**src/rtl/stable_value_pkg.sv**
```systemverilog
// stable_value_pkg
// Shared definitions for the stable value driver:
//   - state_e    : 2-bit FSM state encoding (IDLE, GAP, HOLD); 2'b11 is unused
//   - cnt_width(): width of the shared phase counter, sized so that the
//                  longest phase length minus one fits
package stable_value_pkg;

  typedef enum logic [1:0] {
    ST_IDLE = 2'b00,
    ST_GAP  = 2'b01,
    ST_HOLD = 2'b10
  } state_e;

  function automatic int cnt_width(input int hold_n, input int gap_n);
    int m;
    m = (hold_n > gap_n) ? hold_n : gap_n;
    return (m < 1) ? 1 : $clog2(m + 1);
  endfunction

endpackage

```
**src/rtl/sample_counter.sv**
```systemverilog
// sample_counter
// Loadable down counter with a zero flag. One instance is shared by the GAP
// and HOLD phases; it saturates at zero instead of wrapping.
// Ports:
//   clk        : clock, rising edge
//   reset      : synchronous active-high reset (count -> 0)
//   i_load     : load i_load_val on this edge (takes priority over counting)
//   i_load_val : value loaded, normally phase length minus one
//   o_zero     : count currently reads zero
module sample_counter #(
  parameter int W = 3
) (
  input  logic         clk,
  input  logic         reset,
  input  logic         i_load,
  input  logic [W-1:0] i_load_val,
  output logic         o_zero
);

  logic [W-1:0] r_count;

  always_ff @(posedge clk) begin
    if (reset)                r_count <= '0;
    else if (i_load)          r_count <= i_load_val;
    else if (r_count != '0)   r_count <= r_count - 1'b1;
  end

  assign o_zero = (r_count == '0);

endmodule

```
**src/rtl/stable_value_driver.sv**
```systemverilog
// stable_value_driver
// Accepts one word over a load/ready handshake and drives it onto the pins,
// holding it for HOLD_SAMPLES cycles so a debouncing receiver sees a settled
// value. Build option STABLE_VALUE_DRIVER_GAP_EN inserts GAP_SAMPLES cycles of
// IDLE_VALUE before every word so the receiver re-arms on repeated words.
// Ports:
//   samplingClock   : sole clock, rising edge
//   reset           : synchronous active-high reset, aborts any word in flight
//   value           : word to transmit, sampled only on an accepting edge
//   load            : producer request; accepted when load && ready
//   ready           : idle and able to accept a word
//   drivenValue_reg : registered pin value
//   isDriving       : word is inside its hold window
//   done            : one-cycle pulse when HOLD returns to IDLE
module stable_value_driver
  import stable_value_pkg::*;
#(
  parameter int              SIZE         = 1,
  parameter int              HOLD_SAMPLES = 4,
  parameter int              GAP_SAMPLES  = 2,
  parameter logic [SIZE-1:0] IDLE_VALUE   = '0
) (
  input  logic            samplingClock,
  input  logic            reset,
  input  logic [SIZE-1:0] value,
  input  logic            load,
  output logic            ready,
  output logic [SIZE-1:0] drivenValue_reg,
  output logic            isDriving,
  output logic            done
);

  localparam int           CW      = cnt_width(HOLD_SAMPLES, GAP_SAMPLES);
  localparam logic [CW-1:0] HOLD_LD = CW'(HOLD_SAMPLES - 1);
`ifdef STABLE_VALUE_DRIVER_GAP_EN
  localparam logic [CW-1:0] GAP_LD  = CW'(GAP_SAMPLES - 1);
`endif

  state_e          r_state, w_next;
  logic            w_cnt_load, w_cnt_zero;
  logic [CW-1:0]   w_cnt_val;
  logic            w_accept, w_hold_entry, w_hold_exit;
  logic            w_ready, w_is_driving;
  logic [SIZE-1:0] r_drive;
  logic            r_done;

  sample_counter #(.W(CW)) u_cnt (
    .clk        (samplingClock),
    .reset      (reset),
    .i_load     (w_cnt_load),
    .i_load_val (w_cnt_val),
    .o_zero     (w_cnt_zero)
  );

  always_ff @(posedge samplingClock) begin
    if (reset) r_state <= ST_IDLE;
    else       r_state <= w_next;
  end

  always_comb begin
    w_next       = r_state;
    w_cnt_load   = 1'b0;
    w_cnt_val    = '0;
    w_accept     = 1'b0;
    w_hold_entry = 1'b0;
    w_hold_exit  = 1'b0;
    w_ready      = 1'b0;
    w_is_driving = 1'b0;
    case (r_state)
      ST_IDLE: begin
        w_ready = 1'b1;
        if (load) begin
          w_accept   = 1'b1;
          w_cnt_load = 1'b1;
`ifdef STABLE_VALUE_DRIVER_GAP_EN
          w_next     = ST_GAP;
          w_cnt_val  = GAP_LD;
`else
          w_next       = ST_HOLD;
          w_cnt_val    = HOLD_LD;
          w_hold_entry = 1'b1;
`endif
        end
      end
`ifdef STABLE_VALUE_DRIVER_GAP_EN
      ST_GAP: begin
        if (w_cnt_zero) begin
          w_next       = ST_HOLD;
          w_cnt_load   = 1'b1;
          w_cnt_val    = HOLD_LD;
          w_hold_entry = 1'b1;
        end
      end
`endif
      ST_HOLD: begin
        w_is_driving = 1'b1;
        if (w_cnt_zero) begin
          w_next      = ST_IDLE;
          w_hold_exit = 1'b1;
        end
      end
      // 2'b11, and GAP when the gap phase is not built, fall back to IDLE
      default: w_next = ST_IDLE;
    endcase
  end

`ifdef STABLE_VALUE_DRIVER_GAP_EN
  logic [SIZE-1:0] r_pending;

  always_ff @(posedge samplingClock) begin
    if (reset) begin
      r_pending <= IDLE_VALUE;
      r_drive   <= IDLE_VALUE;
      r_done    <= 1'b0;
    end else begin
      r_done <= w_hold_exit;
      if (w_accept)     r_pending <= value;
      // separator starts on the accepting edge, word lands on HOLD entry
      if (w_accept)     r_drive   <= IDLE_VALUE;
      if (w_hold_entry) r_drive   <= r_pending;
    end
  end
`else
  // Accept and HOLD entry share one edge, so the pin register itself is the
  // only place the word needs to be captured.
  always_ff @(posedge samplingClock) begin
    if (reset) begin
      r_drive <= IDLE_VALUE;
      r_done  <= 1'b0;
    end else begin
      r_done <= w_hold_exit;
      if (w_hold_entry) r_drive <= value;
    end
  end
`endif

  assign ready           = w_ready;
  assign isDriving       = w_is_driving;
  assign drivenValue_reg = r_drive;
  assign done            = r_done;

endmodule

```
**config.mk**
```make
export PLATFORM = sky130hd
export DESIGN_NAME = stable_value_driver
export DESIGN_NICKNAME = d
export VERILOG_FILES = /design/src/rtl/stable_value_pkg.sv /design/src/rtl/sample_counter.sv /design/src/rtl/stable_value_driver.sv
export SDC_FILE = /design/constraint.sdc
export NUM_CORES = 1
export LEC_CHECK = 0
export BUFFER_PORTS_ARGS = -buffer_cell sky130_fd_sc_hd__buf_2
export CAP_MARGIN = 10
export CORE_AREA = 8 8 45 47
export DETAILED_ROUTE_END_ITERATION = 16
export DIE_AREA = 0 0 53 55
export PLACE_DENSITY = 0.49
export SLEW_MARGIN = 25
export SYNTH_ARGS = -nofsm -noshare
export SYNTH_HDL_FRONTEND = slang
export SYNTH_HIERARCHICAL = 1
export SYNTH_SLANG_ARGS = --single-unit
```
**constraint.sdc**
```tcl
create_clock -name samplingClock -period 1.3 [get_ports samplingClock]
set_input_delay 0.065 -clock samplingClock [delete_from_list [all_inputs] [get_ports samplingClock]]
set_output_delay 0.065 -clock samplingClock [all_outputs]
set_load 0.05 [all_outputs]
```
======== Yosys cells after proc, flatten, opt, wreduce, memory -nomap -nowiden ========
Cells that the tools add are included.
storage, ports and cells
  register bits ........................... 7
  bits of input ports ..................... 4
  output and inout port bits .............. 4
  logic and storage cells ................. 27
operators by class
  add/sub/neg operators ................... 1
  equal/unequal tests ..................... 3
  multiplexer cells ....................... 12
  bitwise logic cells ..................... 1
  reduce and logical (&&, ||, !) cells .... 6
operators with widths
  kind                                               number
  two-way mux 2 bit                                  4
  two-way mux 3 bit                                  2
  two-way mux 1 bit                                  5
  case mux 2 bit (2 select lines)                    1
  logical NOT 3 bit                                  1
  nonzero test 3 bit                                 1
  subtractor 3 x 1 -> 3 bit (second input constant)  1
  equality test 2 bit (second input constant)        1
  logical NOT 2 bit                                  1
  != test 2 x 1 -> 1 bit (second input constant)     1
  != test 2 bit (second input constant)              1
  AND reduction 2 bit                                1
  nonzero test 2 bit                                 1
  OR reduction 2 bit                                 1
  inverter 1 bit                                     1

======== Logic depth before layout (Yosys ltp) ========
Gate-level depths: netlist of run 1.
  depth after elaboration ................. 3
  mapped depth ............................ 5
  gate-level depth less buffers ........... 5

======== By module ========
Netlist of run 1, hierarchy kept.
modules (own cells, without submodules)
  module               times used  cells each  area each (µm²)  sequential area each (µm²)
  sample_counter       1           22          206.4            60.1
  stable_value_driver  1           12          127.6            60.1

======== Worst setup path before layout of run 1 ========
OpenSTA, ideal clock, no wires.
  path type ............................... register to register
  from .................................... register r_state[1]
  to ...................................... register u_cnt.r_count[0]
  setup time .............................. 112 ps
  arrival time ............................ 1,441 ps
  path slack .............................. -253 ps
  stages on the path, launching flop included .. 4
  path buffers ............................ 0
  period minus slack after synthesis ...... 1,553 ps
  path through ............................ dfxtp_1 nor2b_1 nor2b_1 a2111oi_1
between the ends
  longest elaborated chain between the ends .. 3
  elaborated cells between the ends (all ways) .. 5
ends and longest elaborated chain
  element                                                  line                       RTL
  start, declared                                          stable_value_driver.sv:39  state_e r_state, w_next;
  start signal, assigned                                   stable_value_driver.sv:57  else r_state <= w_next;
  logical NOT 2 bit *                                      stable_value_driver.sv:69  case (r_state)
  two-way mux 1 bit *                                      stable_value_driver.sv:69
  via w_cnt_load                                           stable_value_driver.sv:40  logic w_cnt_load, w_cnt_zero;
  two-way mux 3 bit or nonzero test 2 bit (tied branches)  -
  end signal, assigned                                     sample_counter.sv:24       else if (i_load) r_count <= i_load_val;
  end signal, assigned                                     sample_counter.sv:25       else if (r_count != '0) r_count <= r_count - 1'b1;
  end, declared                                            sample_counter.sv:20       logic [W-1:0] r_count;
Mark *: on every way through the listed nets, which the timed path passes. The rest lies on a longest branch.
A chain may end at the register's enable or synchronous reset.

======== Final worst setup path of run 1 ========
  from .................................... register u_cnt.r_count[0]
  to ...................................... register u_cnt.r_count[2]
between the ends
  longest elaborated chain between the ends .. 3
  elaborated cells between the ends (all ways) .. 5
ends and longest elaborated chain
  element                    line
  subtractor 3 x 1 -> 3 bit  sample_counter.sv:25
  two-way mux 3 bit          sample_counter.sv:25
  two-way mux 3 bit          sample_counter.sv:24
Several ways; a longest one is shown, not always the timed one. The select of a mux whose other input is x is not followed.

==> impl_summary.md, run 1 <==
Run status
The run finished with clean final reports.

Global route
The total overflow left after global routing is 0. Entering global routing, the biggest net connects 10 pins. The fraction of met3 tracks used by global routing is 0.0588. The number of global-route vias before repair was 263. The highest-utilization routing layer at the global route stage is met2. The number of antenna violations at the first check in global routing came to 0. For this run, global-route usage on met1 was measured as 0.0593. The met2 track demand over resource is 0.0742.

The global-route wire length before repair is 1100 um. The overall fraction of global-route tracks in use is 0.0557.

Power
Of the total power, the clock network draws 0.275. The switching power share of the total is 0.334. The share of total power dissipated in combinational logic is 0.355.

The power consumption is 617 uW. The power dissipated by switching net loads is 206 uW. The internal power consumption is 411 uW. In this run the power density over the cells is around 1400 nW/um^2.

The share of total power dissipated in sequential elements is 0.370. For this design the static power due to leakage is 0.000182 uW. The worst-case IR drop observed on VDD is 769 uV.

Worst setup path
The largest driver fanout on the critical path is 4. The critical path capture point type is a register. The largest single stage delay on the critical path is ~0.36 ns. The critical path goes through inv_1, ha_2, or3b_1, a311oi_2. The worst reg-to-reg setup slack is between 0.08 and 0.09 ns.

For the worst setup path, the data arrival time is 1.38 ns. The required time of the critical path is 1.46 ns. The highest-delay cell along the critical path is sky130_fd_sc_hd__or3b_1.

The cell family contributing the most delay on the critical path is simple AND/OR/NAND/NOR gates. The nature of the critical path startpoint is a register. The setup path with the least slack is of type reg -> reg. The number of buffers and inverters on the critical path is 1.

Synth
After synthesis, the share of cell area in mux cells is 0. The synthesized flop and latch total is 6. Of the total synthesized cell area, the portion taken by XOR and XNOR cells is 0.

Averaged over all synthesized cells, the footprint is between 9 and 10 sq um. In the synthesized netlist the async set-or-reset flop fraction comes to 0. Of the total synthesized cell area, the portion taken by AND, OR, NAND and NOR gates is 0.341. The number of nets in the synthesized netlist is 40. The post-synthesis instance total is 34. The number of different library cells in the post-synthesis netlist is 17.

Of the post-synthesis cell area, the dominant cell type holds 0.360. The commonest cells after synthesis are sky130_fd_sc_hd__dfxtp_1, sky130_fd_sc_hd__nor2b_1, sky130_fd_sc_hd__inv_1. By area the synthesized netlist is led by sky130_fd_sc_hd__dfxtp_1, sky130_fd_sc_hd__nor2b_1, sky130_fd_sc_hd__ha_1. By area, the combinational part of the netlist is dominated by simple AND/OR/NAND/NOR gates. The fraction of the yosys area taken by sequential cells is 0.360. In this run the cell area of the synthesized design comes to 334 sq um. The number of enable flip-flop cells after synthesis is 0. Of the total synthesized cell area, the portion taken by full adders, half adders and majority gates is 0.0749. The count of synthesis-stage warnings from yosys is 6. Among all flip-flop cells after synthesis, the most frequent one is sky130_fd_sc_hd__dfxtp_1. The compound-gate portion of the synthesized area is 0.157. The largest area contributor in the synthesized netlist is sky130_fd_sc_hd__dfxtp_1.

CTS
The clock transition at the register clock pins on the worst setup and hold paths after CTS is ~0.04 ns. TritonCTS built the clock tree. The clock root buffer is sky130_fd_sc_hd__clkbuf_4. The source-to-sink clock delay at the later pin of the worst-skew pair is about 0.24 ns. The clock net in this run drives a total of 6 sinks. The count of buffers added by post-CTS timing repair for setup is 0.

CTS built an H-tree with a depth of 1. The total clock buffers created by CTS is 3. The clock passes through at most 2 buffers.

The hold buffer count at CTS is 0.

Floorplanning
The die area is 2920 sq um. The number of ports placed on the die boundary is 8. The die span in x is ~53 um.

The floorplan step defined a core boundary enclosing 1380 sq um. The number of placement rows is 14. The starting utilization of the core area is 0.241.

The floorplan step set the die height to 55 um.

Route
Once detail routing completed, the nets flagged for antenna violations numbered 0. The post-detailed-routing wire length is ~660 um. The number of optimization iterations in the first detailed-route pass is 2. After the first detailed-routing iteration, the DRC count stood at 1. The count of unresolved DRC violations after routing is 0.

The total number of vias is 270. In the routed layout, each cell is associated on average with a via count of 4.35. The average wire per cell in the routed design is about 11 um.

STA
Setup total negative slack on the finished layout was measured at 0 ns. The final worst clock skew is 0.00200 ns. The post-route clock period utilization is 0.938. Setup violations remaining at the end of the flow were counted as 0. The shortest clock period the worst path allows after layout is 1.22 ns. The maximum clock rate is 820 MHz. The count of final hold-check violations was 0. The number of slew-limit violations in the final report is 0.

Finish
Once layout is complete, the utilization of the core stands at 0.317. More flip-flops sit in one register than any other, and that register is u_cnt/r_count. The register with the most flip-flops in the layout has 3 of them.

From synthesis to final layout, the design area changed by 31.5%. The final layout net count is 54. The fraction of final layout cells with drive strength greater than 1 is 0.478. 0 antenna diodes ended up in the layout.

Job
The count of maximum capacitance violations is 0.

Hold path
The class of the most critical hold timing path is in -> reg.

Placement
The wire-length estimate of the detail-placed layout is slightly above 500 um. The weighted congestion at the end of routability-driven global placement is about 0.66. The number of buffers added on ports is 7.
-- area by class of cell --
class,instances,area (sq um)
flip-flops and latches,6,123
repair buffers,9,50.0
fillers,160,945
clock buffers,3,22.5
multi-input cells,23,205
well taps,16,20.0
inverters,5,18.8
-- cell families after synthesis --
| family | count (synthesis) |
|---|---|
| and+or+nand+nor | 15 |
| DFF | 6 |
| AOI/OAI and AO/OA | 5 |
| buffers and inverters | 5 |
| adders and majority gates | 2 |
| other | 1 |
-- path summary, 6_finish.rpt --
path,startpoint,endpoint,cells after the start
max,u_cnt/r_count[0],u_cnt/r_count[2],4
min reg2reg,drivenValue_reg,drivenValue_reg,2
min,reset,r_state[1],2
max reg2reg,u_cnt/r_count[0],u_cnt/r_count[2],4
-- cell usage in the layout, fill, tap and decap left out --
master / synthesis / final
sky130_fd_sc_hd__nand4bb_1: 1 / 1
sky130_fd_sc_hd__a211oi_2: 1 / 1
sky130_fd_sc_hd__inv_1: 4 / 4
sky130_fd_sc_hd__nand2b_1: 2 / 2
sky130_fd_sc_hd__nor4b_1: 2 / 2
sky130_fd_sc_hd__dfxtp_2: 0 / 2
sky130_fd_sc_hd__inv_2: 1 / 1
sky130_fd_sc_hd__ha_2: 0 / 1
sky130_fd_sc_hd__nor2b_1: 6 / 5
sky130_fd_sc_hd__nor2_2: 1 / 1
sky130_fd_sc_hd__nor3b_2: 1 / 1
sky130_fd_sc_hd__a2111oi_2: 0 / 1
sky130_fd_sc_hd__a2111oi_1: 2 / 1
sky130_fd_sc_hd__o21ai_1: 1 / 1
sky130_fd_sc_hd__nor2b_2: 0 / 1
sky130_fd_sc_hd__buf_4: 0 / 2
sky130_fd_sc_hd__buf_2: 0 / 7
sky130_fd_sc_hd__ha_1: 2 / 1
sky130_fd_sc_hd__or2b_1: 1 / 1
sky130_fd_sc_hd__a311oi_2: 1 / 1
sky130_fd_sc_hd__clkbuf_4: 0 / 3
sky130_fd_sc_hd__dfxtp_1: 6 / 4
sky130_fd_sc_hd__or3b_1: 1 / 1
sky130_fd_sc_hd__conb_1: 1 / 1
-- layer usage --
layer,part of all wire,vias up
li1,-,144
met4,0,0
met1,0.40,120
met5,0,-
met2,0.49,6
met3,0.11,0
-- metrics by stage --
| stage | cell area, sq um | setup WS, ns | hold WS (ns) | cells |
|---|---|---|---|---|
| final | 439 | 0.0807 | 0.0936 | 62 |
| after global routing | 439 | -0.00579 | 0.0973 | 62 |
| after global placement | 408 | 0.0225 | 0.354 | 59 |
| after detailed placement | 408 | -0.0197 | 0.348 | 59 |
| after floorplan | 338 | 0.0574 | 0.122 | 34 |
| after CTS | 432 | 0.000361 | 0.0817 | 62 |
-- timing repair --
item                       CTS  global route
resized for setup            1             2
pin swaps                    0             3
setup endpoints to repair    2             3
-- power groups by stage --
stage | combinational (uW) | clock, uW | sequential, uW
final | 219 | 169 | 228
after global routing | 244 | 199 | 232
after CTS | 211 | 184 | 229
after detailed placement | 209 | 0 | 231
after global placement | 210 | 0 | 229
after floorplan | 129 | 0 | 259
Note: power is estimated with default switching activity, not from simulation.
==> run 2, diff against run 1 <==
Settings changed: CELL_PAD_IN_SITES_DETAIL_PLACEMENT from default to 0, CELL_PAD_IN_SITES_GLOBAL_PLACEMENT from default to 1, PLACE_DENSITY 0.49 to 0.59.
==> run 2 against run 1 <==
Net effect: combinational power increased by 7%; sequential share of layout area shrank 0.42 points; flip-flop and latch count unchanged; first-iteration DRC count grew to 5.0 times the previous value; cell count is the same; critical path depth did not move; fmax rose by 1.3%; critical endpoint unchanged.
==> impl_summary.md, run 2 (same netlist as run 1, synthesis figures left out) <==
STA
The shortest clock period the worst path allows after layout was 1.20 ns (-0.0153 ns). The post-route clock period utilization came to 0.926 (-0.0118). Setup repair after global routing left no endpoint under its margin.

The final setup violation count is 0 (unchanged). The count of final hold-check violations is 0 (unchanged). The total negative slack was 0 ns (unchanged).

The worst hold slack across all endpoints is 0.0850 ns (-0.00852 ns). The number of slew-limit violations in the final report was 0 (unchanged). The final worst clock skew came to 0.00789 ns (+0.00590 ns). The maximum clock rate was 831 MHz (+1.3%).

Worst setup path
The largest driver fanout on the critical path was 4 (unchanged). The critical path is of the reg -> reg type. The worst setup path is captured at a register. The number of cells traversed by the worst register-to-register path was 4 (unchanged). The endpoint arrival time on the critical path was 1.36 ns (-0.02 ns). The kind of cell adding the most delay to the critical path is simple AND/OR/NAND/NOR gates. The highest-delay cell along the critical path is sky130_fd_sc_hd__or3b_1. The delay of the slowest cell on the worst path is 0.39 ns (+0.03 ns). The worst setup path is launched from a register. The critical path goes through inv_2, ha_4, or3b_1, a311oi_2. The combined buffer and inverter count along the critical path is 1 (unchanged). The depth of the critical timing path with buffers and inverters included is 4 (unchanged). The required time of the critical path is 1.46 ns (about the same).

Floorplanning
The number of placement rows is 14 (unchanged). The height of the die is 55 um (unchanged). The die span in x is 53 um (unchanged). The core footprint came to 1380 sq um (unchanged).

The number of ports placed on the die boundary was 8 (unchanged). The die area is 2920 sq um (unchanged). The starting utilization of the core area is 0.241 (unchanged).

CTS
The count of buffers added by post-CTS timing repair for setup is 0 (unchanged). The clock transition at the register clock pins on the worst setup and hold paths after CTS came to 0.05 ns (about the same). The number of H-tree levels is 1 (unchanged). The number of sinks on the clock net came to 6 (unchanged).

The hold buffer count at CTS is 0 (unchanged). The clock root buffer is sky130_fd_sc_hd__clkbuf_4. The TritonCTS clock tree is built.

The source-to-sink clock delay at the later pin of the worst-skew pair is 0.25 ns (about the same). The maximum number of buffers from clock root to sink came to 2 (unchanged). The total clock buffers created by CTS is 3 (unchanged).

Finish
The area taken by multi-input logic gates is 215 sq um (+4.9%). The register with the most flip-flops in the final layout is u_cnt/r_count. The antenna diode instance count was 0 (unchanged). Relative to the synthesized area, the layout overhead comes to 34.8%.

Leaving out fill and tap cells, the most frequent cells in the layout are sky130_fd_sc_hd__buf_2, sky130_fd_sc_hd__nor2b_1. The final layout net count is 54 (unchanged). The fraction of final layout cells with drive strength greater than 1 is 0.543 (+0.0652).

The area occupied by registers is 124 sq um (+1.0%). The number of standard cells in the layout, taps in and fillers out came to 62 (unchanged). The final core utilization was 0.325 (+0.00814).

The flip-flop count of the largest register, all copies and words added is 3 (unchanged). The number of filler instances in the final layout came to 153 (-4.4%). The most common cell after layout, fill and taps aside is sky130_fd_sc_hd__buf_2.

Global route
The number of antenna violations at the first check in global routing is 0 (unchanged). The number of global-route vias before repair is 277 (+5.3%). The maximum number of pins on one net before global-route repair came to 10 (unchanged). The overall fraction of global-route tracks in use is 0.0575 (+0.00173). The aggregate global routing overflow is 0 (unchanged).

The global-route wire length before repair came to 1140 um (+3.7%).

Route
The met3 wirelength from detailed routing was 55 um (-26%). The post-detailed-routing wire length is 653 um (-0.46%). The sum of met2 wire segment lengths after detailed routing is 311 um (-2.5%). The number of optimization iterations in the first detailed-route pass is 2 (unchanged). The DRC marker count from the first detailed-route iteration came to 5 (+4). The remaining antenna violation count after routing came to 0 (unchanged). The ratio of routed vias to standard cells came to 4.29 (-1.5%). The total number of vias was 266 (-1.5%). The wire length on met1 came to 286 um (+9.2%). The highest routed metal layer is met3. The average wire per cell in the routed design came to 10.5 um (-0.46%). The count of unresolved DRC violations after routing was 0 (unchanged).

Power
The proportion of power drawn by the clock network is 0.271 (-0.004). The power per cell area came to 1420 nW/um^2 (+0.78%). The internal power consumption is 421 uW (+2.4%). The switching power share of the total is 0.340 (+0.00598). The proportion of power drawn by flip-flops and latches came to 0.362 (-0.008). The power dissipated by switching net loads is 217 uW (+5.2%). The worst vdd rail ir drop came to 737 uV (-4.2%). The static leakage is 0.000184 uW (+0.79%). The part of the power in combinational logic is 0.367 (+0.012).

Hold path
The class of the most critical hold timing path is in -> reg. The cell depth of the worst min-delay path is 2 (unchanged).

Placement
The number of buffers added on ports is 7 (unchanged). The weighted congestion at the end of routability-driven global placement was 0.681 (+2.9%). The number of cells in the design after placement came to 59 (unchanged). The detailed placer's ending HPWL came to 487 um (-6.4%).

Job
The count of maximum capacitance violations is 0 (unchanged).

Run status
The flow ran to the end, and the final reports show no timing, DRC or antenna violations.
[run 2: cell counts in the layout (fill, tap and decap cells not counted)]
No cell type changed its count.
[run 2: worst reg2reg max path, delay by kind of cell, from the launching register on]
kind / cells / cell delay [ns]
AO/OA/AOI/OAI: 1 / 0.20
adder cells (fa/ha/maj): 1 / 0.16
AND/OR/NAND/NOR: 1 / 0.39
flip-flops: 1 / 0.33
buffers and inverters: 1 / 0.05
[run 2: metrics by stage]
| stage | power [uW] | setup slack (ns) | area, sq um |
|---|---|---|---|
| floorplan | 388 | 0.0574 | 338 |
| global placement | 440 | 0.0149 | 408 |
| detailed placement | 439 | -0.0101 | 408 |
| CTS | 622 | 0.00677 | 433 |
| global route | 689 | 0.00659 | 450 |
| finish | 637 | 0.0960 | 450 |
[run 2: layer usage]
layer / GRT usage / vias up
met4: 0.0129 / 0
met1: 0.0550 / 116
met5: 0 / -
met2: 0.0879 / 6
met3: 0.0561 / 0
li1: - / 144
[run 2: cell type report]
cell class	instances	share of cell area
inverter	5	0.0417
timing repair buffer	9	0.111
sequential	6	0.275
tap	16	0.0444
clock buffer	3	0.0500
multi-input combinational	23	0.478
[run 2: timing repair]
| action | 4_1_cts | 5_1_grt |
|---|---|---|
| pin swaps | 0 | 4 |
| endpoints found under the setup margin | 2 | 3 |
| resized for setup | 1 | 6 |
[run 2: power groups by stage]
stage | logic (uW) | clock network [uW] | registers (uW)
final | 234 | 173 | 231
after global routing | 261 | 194 | 233
after CTS | 213 | 183 | 226
after detailed placement | 210 | 0 | 229
after global placement | 211 | 0 | 229
after floorplan | 129 | 0 | 259
[run 2: final timing paths]
kind / to / from / slack [ns]
setup / recovery: u_cnt/r_count[2] / u_cnt/r_count[0] / 0.1
hold / removal: r_state[1] / reset / 0.09
setup reg to reg: u_cnt/r_count[2] / u_cnt/r_count[0] / 0.1
hold reg to reg: drivenValue_reg / drivenValue_reg / 0.46
